===== src/rtl/ntt_mem_sched_pkg.sv =====
// Shared constants, FSM encodings and index helpers for the NTT memory scheduler.
// The bank layout (4 banks x 512 words) pins LOGN at 11.
package ntt_mem_sched_pkg;

  localparam int LOGN     = 11;
  localparam int NBANK    = 4;
  localparam int ADDRW    = 9;
  localparam int WB_DELAY = 9;

  localparam logic [1:0] S_IDLE  = 2'd0;
  localparam logic [1:0] S_RUN   = 2'd1;
  localparam logic [1:0] S_DRAIN = 2'd2;
  localparam logic [1:0] S_DONE  = 2'd3;

  // Opens a zero bit at position pos, shifting the higher bits of val up by one.
  function automatic logic [LOGN-1:0] insert_zero(input logic [LOGN-1:0] val,
                                                  input logic [3:0]      pos);
    logic [LOGN-1:0] mask;
    mask = (LOGN'(1) << pos) - LOGN'(1);
    return ((val & ~mask) << 1) | (val & mask);
  endfunction

endpackage


===== src/rtl/ntt_mem_sched_bank_map.sv =====
// Coefficient index -> {bank, in-bank address} for the 4-bank conflict-free layout.
// The bank is the parity of the odd index bits and the parity of the even index bits.
module bank_map
  import ntt_mem_sched_pkg::*;
(
  input  logic [LOGN-1:0]  idx_i,
  output logic [1:0]       bank_o,
  output logic [ADDRW-1:0] addr_o
);

  assign bank_o[1] = idx_i[1] ^ idx_i[3] ^ idx_i[5] ^ idx_i[7] ^ idx_i[9];
  assign bank_o[0] = idx_i[0] ^ idx_i[2] ^ idx_i[4] ^ idx_i[6] ^ idx_i[8] ^ idx_i[10];
  assign addr_o    = idx_i[LOGN-1:2];

endmodule


===== src/rtl/ntt_mem_sched.sv =====
// Stage/group scheduler for an in-place NTT/INTT over a 4-bank coefficient memory:
// one 4-lane read-modify-write per cycle, with a write-back drain between stages.
module ntt_mem_sched
  import ntt_mem_sched_pkg::*;
#(
  parameter int LOGN  = 11,
  parameter int DRAIN = WB_DELAY + 1
) (
  input  logic             clk,
  input  logic             rstn,
  input  logic             start,
  input  logic             inv,
  output logic             busy,
  output logic             done,
  output logic             ren,
  output logic             wen,
  output logic [1:0]       newadd0_idx,
  output logic [1:0]       newadd1_idx,
  output logic [1:0]       newadd2_idx,
  output logic [1:0]       newadd3_idx,
  output logic [ADDRW-1:0] newadd0,
  output logic [ADDRW-1:0] newadd1,
  output logic [ADDRW-1:0] newadd2,
  output logic [ADDRW-1:0] newadd3,
  output logic [3:0]       stage,
  output logic [ADDRW-1:0] grp
);

  localparam int         CNTW      = $clog2(DRAIN + 1);
  localparam logic [3:0] TOP_STAGE = 4'(LOGN - 1);

  logic [1:0]       state_q, state_d;
  logic             inv_q, inv_d;
  logic [3:0]       s_q, s_d;
  logic [ADDRW-1:0] g_q, g_d;
  logic [CNTW-1:0]  cnt_q, cnt_d;

  logic             busy_q, done_q, ren_q;
  logic [3:0]       stage_q;
  logic [ADDRW-1:0] grp_q;
  logic [1:0]       bank_q [NBANK];
  logic [ADDRW-1:0] addr_q [NBANK];

  logic [3:0]       t_pos, lo_pos, hi_pos;
  logic [LOGN-1:0]  base, bit_s, bit_t;
  logic [LOGN-1:0]  lane_idx  [NBANK];
  logic [1:0]       lane_bank [NBANK];
  logic [ADDRW-1:0] lane_addr [NBANK];
  logic [3:0]       last_stage;

  // The partner bit t has the opposite parity of s, so each lane lands in its own bank.
  assign t_pos  = s_q[0] ? 4'd0 : 4'd1;
  assign lo_pos = (s_q < t_pos) ? s_q : t_pos;
  assign hi_pos = (s_q < t_pos) ? t_pos : s_q;
  assign base   = insert_zero(insert_zero(LOGN'(g_q), lo_pos), hi_pos);
  assign bit_s  = LOGN'(1) << s_q;
  assign bit_t  = LOGN'(1) << t_pos;

  assign lane_idx[0] = base;
  assign lane_idx[1] = base | bit_s;
  assign lane_idx[2] = base | bit_t;
  assign lane_idx[3] = base | bit_s | bit_t;

  for (genvar l = 0; l < NBANK; l++) begin : g_map
    bank_map u_bank_map (
      .idx_i  (lane_idx[l]),
      .bank_o (lane_bank[l]),
      .addr_o (lane_addr[l])
    );
  end

  assign last_stage = inv_q ? TOP_STAGE : 4'd0;

  always_comb begin
    // NOTE: every next-state value defaults to its current value so no latch is inferred.
    state_d = state_q;
    inv_d   = inv_q;
    s_d     = s_q;
    g_d     = g_q;
    cnt_d   = cnt_q;
    case (state_q)
      S_IDLE: begin
        if (start) begin
          inv_d   = inv;
          s_d     = inv ? 4'd0 : TOP_STAGE;
          g_d     = '0;
          state_d = S_RUN;
        end
      end
      S_RUN: begin
        if (&g_q) begin
          cnt_d   = CNTW'(DRAIN - 1);
          state_d = S_DRAIN;
        end else begin
          g_d = g_q + ADDRW'(1);
        end
      end
      S_DRAIN: begin
        if (cnt_q == '0) begin
          if (s_q == last_stage) begin
            state_d = S_DONE;
          end else begin
            s_d     = inv_q ? s_q + 4'd1 : s_q - 4'd1;
            g_d     = '0;
            state_d = S_RUN;
          end
        end else begin
          cnt_d = cnt_q - CNTW'(1);
        end
      end
      default: state_d = S_IDLE;
    endcase
  end

  always_ff @(posedge clk or negedge rstn) begin
    if (!rstn) begin
      state_q <= S_IDLE;
      inv_q   <= 1'b0;
      s_q     <= '0;
      g_q     <= '0;
      cnt_q   <= '0;
    end else begin
      // NOTE: non-blocking so every register in this block sees pre-edge values.
      state_q <= state_d;
      inv_q   <= inv_d;
      s_q     <= s_d;
      g_q     <= g_d;
      cnt_q   <= cnt_d;
    end
  end

  // Issue registers: lane data is captured only while running and held through the drain.
  always_ff @(posedge clk or negedge rstn) begin
    if (!rstn) begin
      busy_q  <= 1'b0;
      done_q  <= 1'b0;
      ren_q   <= 1'b0;
      stage_q <= '0;
      grp_q   <= '0;
      for (int l = 0; l < NBANK; l++) begin
        bank_q[l] <= '0;
        addr_q[l] <= '0;
      end
    end else begin
      busy_q <= (state_d != S_IDLE);
      done_q <= (state_q == S_DONE);
      ren_q  <= (state_q == S_RUN);
      if (state_q == S_RUN) begin
        stage_q <= s_q;
        grp_q   <= g_q;
        for (int l = 0; l < NBANK; l++) begin
          bank_q[l] <= lane_bank[l];
          addr_q[l] <= lane_addr[l];
        end
      end
    end
  end

  assign busy        = busy_q;
  assign done        = done_q;
  assign ren         = ren_q;
  assign wen         = ren_q;
  assign stage       = stage_q;
  assign grp         = grp_q;
  assign newadd0_idx = bank_q[0];
  assign newadd1_idx = bank_q[1];
  assign newadd2_idx = bank_q[2];
  assign newadd3_idx = bank_q[3];
  assign newadd0     = addr_q[0];
  assign newadd1     = addr_q[1];
  assign newadd2     = addr_q[2];
  assign newadd3     = addr_q[3];

endmodule


===== config.mk =====
export PLATFORM = sky130hd
export DESIGN_NAME = ntt_mem_sched
export DESIGN_NICKNAME = d
export VERILOG_FILES = /design/src/rtl/ntt_mem_sched_pkg.sv /design/src/rtl/ntt_mem_sched_bank_map.sv /design/src/rtl/ntt_mem_sched.sv
export SDC_FILE = /design/constraint.sdc
export NUM_CORES = 1
export LEC_CHECK = 0
export BUFFER_PORTS_ARGS = -buffer_cell sky130_fd_sc_hd__buf_2
export CORE_MARGIN = 4
export CORE_UTILIZATION = 50
export CTS_BUF_LIST = sky130_fd_sc_hd__clkbuf_4 sky130_fd_sc_hd__clkbuf_8
export CTS_CLUSTER_SIZE = 40
export DETAILED_ROUTE_END_ITERATION = 6
export GPL_TIMING_DRIVEN = 1
export HOLD_SLACK_MARGIN = 0.02
export PLACE_DENSITY = 0.83
export SYNTH_ARGS = -nofsm -noshare
export SYNTH_HDL_FRONTEND = slang
export SYNTH_SLANG_ARGS = --single-unit

===== constraint.sdc =====
create_clock -name clk -period 6.8 [get_ports clk]
set_input_delay 1.36 -clock clk [delete_from_list [all_inputs] [get_ports clk]]
set_output_delay 1.36 -clock clk [all_outputs]
set_load 0.02 [all_outputs]

======== Word-level counts from Yosys, hierarchy flattened ========
Index checks and enable logic that the tools add are counted.
word-level totals
  output and inout port bits .............. 61
  word-level logic and storage cells ...... 120
  register bits ........................... 80
cells by class
  equality and inequality tests ........... 10
  mux-type cells .......................... 23
  shifts and indexed selects .............. 4
  reduce and logical (&&, ||, !) cells .... 11
  bitwise gates (word level) .............. 47
  add/sub/neg operators ................... 6
  magnitude comparators ................... 1
operators with widths
  cell                     count
  $or A11 B11 Y11          5
  $mux W4                  10
  $mux W9                  4
  $xor A1 B1 Y1            36
  $shl A1 B4 Y11 const A   3
  $pmux W9 S3              1
  $sub A11 B2 Y11 const B  2
  $not A10 Y10             2
  $pmux W4 S2              2
  $ne A2 B2 Y1 const B     6
  $and A11 B11 Y11         1
  $and A9 B11 Y11          1
  $shl A1 B1 Y11 const A   1
  $and A10 B10 Y10         1
  $and A9 B10 Y10          1
  $add A9 B1 Y9 const B    1
  $reduce_and A9 Y1        1
  $mux W2                  4
  $sub A4 B1 Y4 const B    2
  $pmux W2 S3              1
  $reduce_bool A2 Y1       3
  $reduce_and A5 Y1        1
  $add A4 B1 Y4 const B    1
  $eq A2 B2 Y1 const B     2
  10 further kinds         10

======== Depth between registers and ports, before layout ========
  depth after elaboration ................. 17
  depth in mapped cells ................... 13
  mapped depth without buffers ............ 11

======== Hierarchy ========
Synthesis repeated with hierarchy kept, for this count alone.
second synthesis, totals
  cells, all modules ...................... 391
  area total of the unflattened synthesis .. 4531.8 µm²
modules (own cells, without submodules)
  module         times used  seq. area each (µm²)  cells each  area each (µm²)
  ntt_mem_sched  1           2001.9                327         3876.2
  bank_map       4           0.0                   16          163.9

======== Worst setup path after synthesis ========
OpenSTA, ideal clock, no wires.
  path kind ............................... register to register
  start point ............................. register s_q[3]
  end point ............................... register bank_q, in the netlist newadd3_idx[1]
  cell stages (with the launch flop) ...... 14
  buffers on the path ..................... 2
  period minus slack after synthesis ...... 3.011 ns
  data arrival time ....................... 2.934 ns
  data required time ...................... 6.724 ns
  slack ................................... 3.789 ns
  path through ............................ dfrtp_1 buf_6 buf_2 nor3_1 nor2_1 inv_1 ha_1 a22o_1 a21oi_1 nor2_1 a311oi_1 xnor2_1 xnor3_1 o21ai_1
on the way
  cells in the longest elaborated chain, start to end .. 15
  elaborated cells between the ends (all ways) .. 22
  classes of those cells .................. add/sub (2); order compare (1); shift (3); mux (2); bitwise (14)
ends and longest elaborated chain
  element                                                      RTL line                                  text
  start, declared                                              ntt_mem_sched.sv:34                       logic [3:0] s_q, s_d;
  start signal, assigned                                       ntt_mem_sched.sv:119                      s_q <= '0;
  start signal, assigned                                       ntt_mem_sched.sv:126                      s_q <= s_d;
  $lt A4 B1 Y1                                                 ntt_mem_sched.sv:53, ntt_mem_sched.sv:54
  $mux W4                                                      ntt_mem_sched.sv:53                       assign lo_pos = (s_q < t_pos) ? s_q : t_pos;
  $shl A1 B4 Y11                                               ntt_mem_sched_pkg.sv:19                   mask = (LOGN'(1) << pos) - LOGN'(1);
  $sub A11 B2 Y11                                              ntt_mem_sched_pkg.sv:19
  $not A10 Y10                                                 ntt_mem_sched_pkg.sv:20                   return ((val & ~mask) << 1) | (val & mask);
  $and A9 B10 Y10                                              ntt_mem_sched_pkg.sv:20
  $or A11 B11 Y11                                              ntt_mem_sched_pkg.sv:20
  $and A11 B11 Y11 / $and A10 B10 Y10 (equally long branches)  ntt_mem_sched_pkg.sv:20
  $or A11 B11 Y11                                              ntt_mem_sched_pkg.sv:20
  $or A11 B11 Y11 (*) (2 in series)                            ntt_mem_sched.sv:62                       assign lane_idx[3] = base | bit_s | bit_t;
  $xor A1 B1 Y1 (3 in series)                                  ntt_mem_sched_bank_map.sv:11              assign bank_o[1] = idx_i[1] ^ idx_i[3] ^ idx_i[5] ^ idx_i[7] ^ idx_i[9];
  $xor A1 B1 Y1 (*)                                            ntt_mem_sched_bank_map.sv:11
  end signal, assigned by index                                ntt_mem_sched.sv:152                      bank_q[l] <= lane_bank[l];
  end, declared                                                ntt_mem_sched.sv:41                       logic [1:0] bank_q [NBANK];
Every way passes the cells marked *; elsewhere a longest branch is shown, timed or not.
A chain may end at the register's enable or synchronous reset.

======== Worst setup path in the final report ========
  start point ............................. register s_q[3]
  end point ............................... register bank_q, in the netlist newadd3_idx[0]
on the way
  cells in the longest elaborated chain, start to end .. 16
  elaborated cells between the ends (all ways) .. 23
  classes of those cells .................. add/sub (2); order compare (1); shift (3); mux (2); bitwise (15)
ends and longest elaborated chain
  element                                                      RTL line                                  text
  $lt A4 B1 Y1                                                 ntt_mem_sched.sv:53, ntt_mem_sched.sv:54
  $mux W4                                                      ntt_mem_sched.sv:53
  $shl A1 B4 Y11                                               ntt_mem_sched_pkg.sv:19
  $sub A11 B2 Y11                                              ntt_mem_sched_pkg.sv:19
  $not A10 Y10                                                 ntt_mem_sched_pkg.sv:20
  $and A9 B10 Y10                                              ntt_mem_sched_pkg.sv:20
  $or A11 B11 Y11                                              ntt_mem_sched_pkg.sv:20
  $and A10 B10 Y10 / $and A11 B11 Y11 (equally long branches)  ntt_mem_sched_pkg.sv:20
  $or A11 B11 Y11                                              ntt_mem_sched_pkg.sv:20
  $or A11 B11 Y11 (*) (2 in series)                            ntt_mem_sched.sv:62
  $xor A1 B1 Y1 (4 in series)                                  ntt_mem_sched_bank_map.sv:12              assign bank_o[0] = idx_i[0] ^ idx_i[2] ^ idx_i[4] ^ idx_i[6] ^ idx_i[8] ^ idx_i[10];
  $xor A1 B1 Y1 (*)                                            ntt_mem_sched_bank_map.sv:12
Marks and branches as above.

==> metrics.txt <==
# TYPE chip_impl_metric gauge
chip_impl_info{name="status",value="finished, final reports clean"} 1
chip_impl_metric{name="finish.net_count",unit=""} 444
chip_impl_metric{name="fin_setup_tns",unit="ps"} 0
chip_impl_metric{name="hold_buffers",unit=""} 0
chip_impl_metric{name="cts-buffers-inserted",unit=""} 9
chip_impl_metric{name="final_hold_viol_count",unit=""} 0
chip_impl_metric{name="synthesized_flop_and_latch_total",unit=""} 62
chip_impl_metric{name="r2r_slack",unit="ps"} 3410
chip_impl_metric{name="grt_pass1_vias",unit=""} 2790
chip_impl_metric{name="grt_first_pass_wirelength",unit="mm"} 13.4
chip_impl_metric{name="dieWidth",unit="µm"} 92.7
chip_impl_metric{name="hpwlAfterDp",unit="mm"} 5.71
chip_impl_metric{name="gp_congestion",unit=""} 0.920
chip_impl_metric{name="synthesis.instances",unit=""} 397
chip_impl_metric{name="fin_total_pwr",unit="mW"} 0.718
chip_impl_metric{name="initial_core_utilization",unit=""} 0.522
chip_impl_metric{name="diodes",unit=""} 0
chip_impl_metric{name="biggest_cell_delay_along_the_critical_path",unit="ps"} 620
chip_impl_metric{name="fin_worst_skew",unit="ps"} 9.88
chip_impl_metric{name="cts.repair_timing.setup_buffer_count",unit=""} 0
chip_impl_metric{name="setup_ws",unit="ps"} 3410
chip_impl_metric{name="grt_resource_usage_total",unit=""} 0.197
chip_impl_metric{name="number_of_antenna_violations_at_the_first_check_in_global_routing",unit=""} 0
chip_impl_info{name="worstReg2RegEnd",value="newadd3_idx[0]"} 1
chip_impl_metric{name="final_antenna_net_count",unit=""} 0
chip_impl_metric{name="globalRoute.totalOverflow",unit=""} 0
chip_impl_metric{name="netlist_area",unit="µm²"} 3590
chip_impl_metric{name="final_area",unit="µm²"} 3970
chip_impl_metric{name="worst_hold_slack",unit="ps"} 477
chip_impl_metric{name="worst_slew_margin_rel",unit=""} 0.472
chip_impl_metric{name="io_buffers",unit=""} 64
chip_impl_metric{name="drt-pass1-iter-count",unit=""} 5
chip_impl_info{name="min-delay-path-class",value="reg -> reg"} 1
chip_impl_info{name="timing.critical_path.cells",value="nor3_1 -> inv_1 -> ha_1 -> and2_1 -> o221ai_1 -> o211a_1 -> a21boi_1 -> xnor3_1 -> xor2_1 -> o21ai_1"} 1
chip_impl_metric{name="post_drt_wl_per_cell",unit="µm"} 14.8
chip_impl_metric{name="grt_start_max_net_pins",unit=""} 68
chip_impl_metric{name="dr_total_vias",unit=""} 2857
chip_impl_metric{name="sequential_share_of_the_synthesized_area",unit=""} 0.432
chip_impl_metric{name="route.final.wire_length",unit="mm"} 7.85
chip_impl_info{name="hold_path_end",value="stage[2]"} 1
chip_impl_metric{name="transition_time_of_the_tightest_slew_check_pin",unit="ps"} 791
chip_impl_metric{name="peakVddDrop",unit="mV"} 0.147
chip_impl_info{name="ys_dominant_reg_cell",value="dfrtp_1"} 1
chip_impl_metric{name="syn_nets",unit=""} 411
chip_impl_metric{name="htree_num_levels",unit=""} 3
chip_impl_metric{name="setup-violations-final",unit=""} 0
chip_impl_info{name="most-common-layout-cells",value="nand2_1, buf_2, dfrtp_1"} 1
chip_impl_metric{name="postCtsResizedCells",unit=""} 0
chip_impl_metric{name="dp_cells",unit=""} 515
chip_impl_info{name="cpMaxStageDelayCell",value="dfrtp_1"} 1
chip_impl_metric{name="maximum_clock_insertion_buffer_count",unit=""} 2
chip_impl_metric{name="core_region_area",unit="µm²"} 6870
chip_impl_metric{name="path_buf_inv",unit=""} 1
chip_impl_metric{name="async_flop_share",unit=""} 1.00
chip_impl_metric{name="timing.fmax",unit="MHz"} 295
chip_impl_metric{name="worst-endpoint-required",unit="ps"} 7000
chip_impl_metric{name="placed_instance_area",unit="µm²"} 3780
chip_impl_metric{name="fin_crit",unit="ps"} 3390
chip_impl_metric{name="placement_rows",unit=""} 30
chip_impl_info{name="setup.worst_path.class",value="reg -> reg"} 1
chip_impl_metric{name="power.static_leakage",unit="nW"} 1.91
chip_impl_info{name="cts_tree",value="done"} 1
chip_impl_metric{name="pre_cts_worst_setup_slack",unit="ps"} 3440
chip_impl_metric{name="flow.area_growth_from_synthesis",unit="%"} 10.6
chip_impl_metric{name="chipHeight",unit="µm"} 92.7
chip_impl_metric{name="grt_util_met3",unit=""} 0.0536
chip_impl_info{name="cts.root.buffer_cell",value="clkbuf_8"} 1
chip_impl_info{name="worst_setup_path_end_kind",value="flop"} 1
chip_impl_metric{name="vias_per_cell",unit=""} 5.38
chip_impl_metric{name="whs_path_depth",unit=""} 2
chip_impl_metric{name="layout.cells.non_filler",unit=""} 531
chip_impl_info{name="layout_commonest_cell",value="nand2_1"} 1
chip_impl_metric{name="gr-usage-met1",unit=""} 0.246
chip_impl_metric{name="worst_setup_hold_path_clk_slew",unit="ps"} 70
chip_impl_metric{name="die_area",unit="µm²"} 8600
chip_impl_metric{name="detailedRoute.firstIterationViolations",unit=""} 226
chip_impl_metric{name="syn-mean-instance-area",unit="µm²"} 9.04
chip_impl_info{name="timing.critical_path.from_type",value="flop"} 1
chip_impl_metric{name="ioPinCount",unit=""} 65
chip_impl_info{name="min_from",value="stage[2]"} 1
chip_impl_info{name="grt_most_used_layer",value="met2"} 1
chip_impl_metric{name="layout.core_utilization",unit=""} 0.578
chip_impl_metric{name="drive_gt1_frac",unit=""} 0.209
chip_impl_metric{name="finalMaxSlewViolations",unit=""} 0
chip_impl_metric{name="library_cells_used_by_synthesis",unit=""} 56
chip_impl_metric{name="synth_edf_count",unit=""} 0
chip_impl_metric{name="cts_num_sinks",unit=""} 62
chip_impl_metric{name="route.detailed.drc",unit=""} 0
chip_impl_metric{name="timing.critical_path.fanout_max",unit=""} 21
chip_impl_metric{name="clock_insertion_delay_worst_skew",unit="ps"} 340
chip_impl_metric{name="max_cap_viol_count",unit=""} 0
chip_impl_metric{name="timing.reg2reg.worst_path_depth",unit=""} 10
chip_impl_info{name="unrepaired_setup_endpoints_after_global_routing",value="no"} 1
chip_impl_info{name="rr_startpoint",value="s_q[3]"} 1
chip_impl_metric{name="arrival",unit="ps"} 3590
chip_impl_metric{name="yosys_warnings",unit=""} 0
chip_impl_metric{name="globalRouteMet2Util",unit=""} 0.313
chip_impl_metric{name="final_min_period_over_clock_period",unit=""} 0.498
chip_impl_info{name="cp_top_family",value="simple AND/OR/NAND/NOR gates"} 1
chip_impl_metric{name="power_density",unit="nW/µm²"} 181
==> worst reg2reg max path: cells and delay by family (launching register included) <==
kind | cells | cell delay, ps
buffers and inverters | 1 | 130
AO/OA/AOI/OAI | 4 | 720
AND/OR/NAND/NOR | 2 | 760
adder cells (fa/ha/maj) | 1 | 350
flip-flops | 1 | 620
XOR/XNOR | 2 | 680
==> layer usage <==
layer / wire length [µm] / part of all wire / vias up
li1: - / - / 1394
met2: 3690 / 0.47 / 107
met3: 559 / 0.071 / 25
met5: 0 / 0 / -
met4: 254 / 0.032 / 0
met1: 3340 / 0.43 / 1331
==> worst max-delay path by stage <==
stage	cells after the start	end	from	slack (ps)
2_1_floorplan	13	newadd3_idx[1]	s_q[3]	3790
3_3_place_gp	11	newadd3_idx[1]	s_q[3]	3600
3_5_place_dp	10	newadd3_idx[1]	s_q[3]	3440
4_1_cts	10	newadd3_idx[1]	s_q[3]	3420
5_1_grt	11	newadd3_idx[1]	s_q[3]	3040
6_report	10	newadd3_idx[0]	s_q[3]	3410
==> cell usage after synthesis, drive strengths merged, types with 2 or more instances <==
| master | count | area, µm² |
|---|---|---|
| dfrtp | 62 | 1550 |
| nor4 | 2 | 12.5 |
| nor2b | 3 | 18.8 |
| ha | 9 | 113 |
| xor2 | 7 | 68.8 |
| a31oi | 4 | 25.0 |
| xnor3 | 5 | 114 |
| mux2 | 2 | 22.5 |
| o211a | 2 | 20.0 |
| o31ai | 6 | 45.0 |
| nand3 | 14 | 70.1 |
| nor2 | 26 | 97.6 |
| mux2i | 4 | 40.0 |
| a2bb2oi | 2 | 17.5 |
| a21oi | 16 | 83.8 |
| o21ai | 43 | 215 |
| and3 | 3 | 18.8 |
| nor3 | 4 | 20.0 |
| xnor2 | 12 | 113 |
| nand2b | 6 | 37.5 |
| a221oi | 2 | 35.0 |
| and2 | 5 | 31.3 |
| nor4b | 2 | 32.5 |
| clkbuf | 17 | 63.8 |
| inv | 16 | 60.1 |
| o22ai | 3 | 18.8 |
| buf | 27 | 204 |
| nand2 | 75 | 282 |
==> registers in the layout, summed over array words and instances (netlist names) <==
register     flops
cnt_q            4
newadd0          9
grp              9
newadd1          9
newadd2_idx      2
stage            4
newadd1_idx      2
state_q          2
s_q              4
done             1
inv_q            1
ren              1
g_q              9
newadd3_idx      2
busy             1
newadd0_idx      2
==> power by group <==
group	leakage, nW	total, mW	internal, mW	switching, mW
Combinational	1.03	0.0326	0.0112	0.0214
Sequential	0.773	0.374	0.372	0.00202
Clock	0.104	0.311	0.175	0.136
==> cells by family (layout without fill, tap and decap cells) <==
family | after synthesis | in the layout | share of synthesized area
xor+xnor | 24 | 24 | 0.0823
buf+inv | 60 | 98 | 0.0914
mux | 6 | 6 | 0.0174
flops | 62 | 62 | 0.432
simple gates | 143 | 143 | 0.179
other cells | 1 | 1 | 0.00105
fa+ha+maj | 10 | 10 | 0.0370
compound gates | 91 | 91 | 0.159
==> cell type report <==
cell class,instances,area [µm²]
fillers,610,2900
well taps,96,120
inverters,16,60.1
multi-input cells,275,1710
flip-flops and latches,62,1550
repair buffers,66,335
clock inverters,5,50.0
clock buffers,11,139
(Power assumes the default switching activity.)
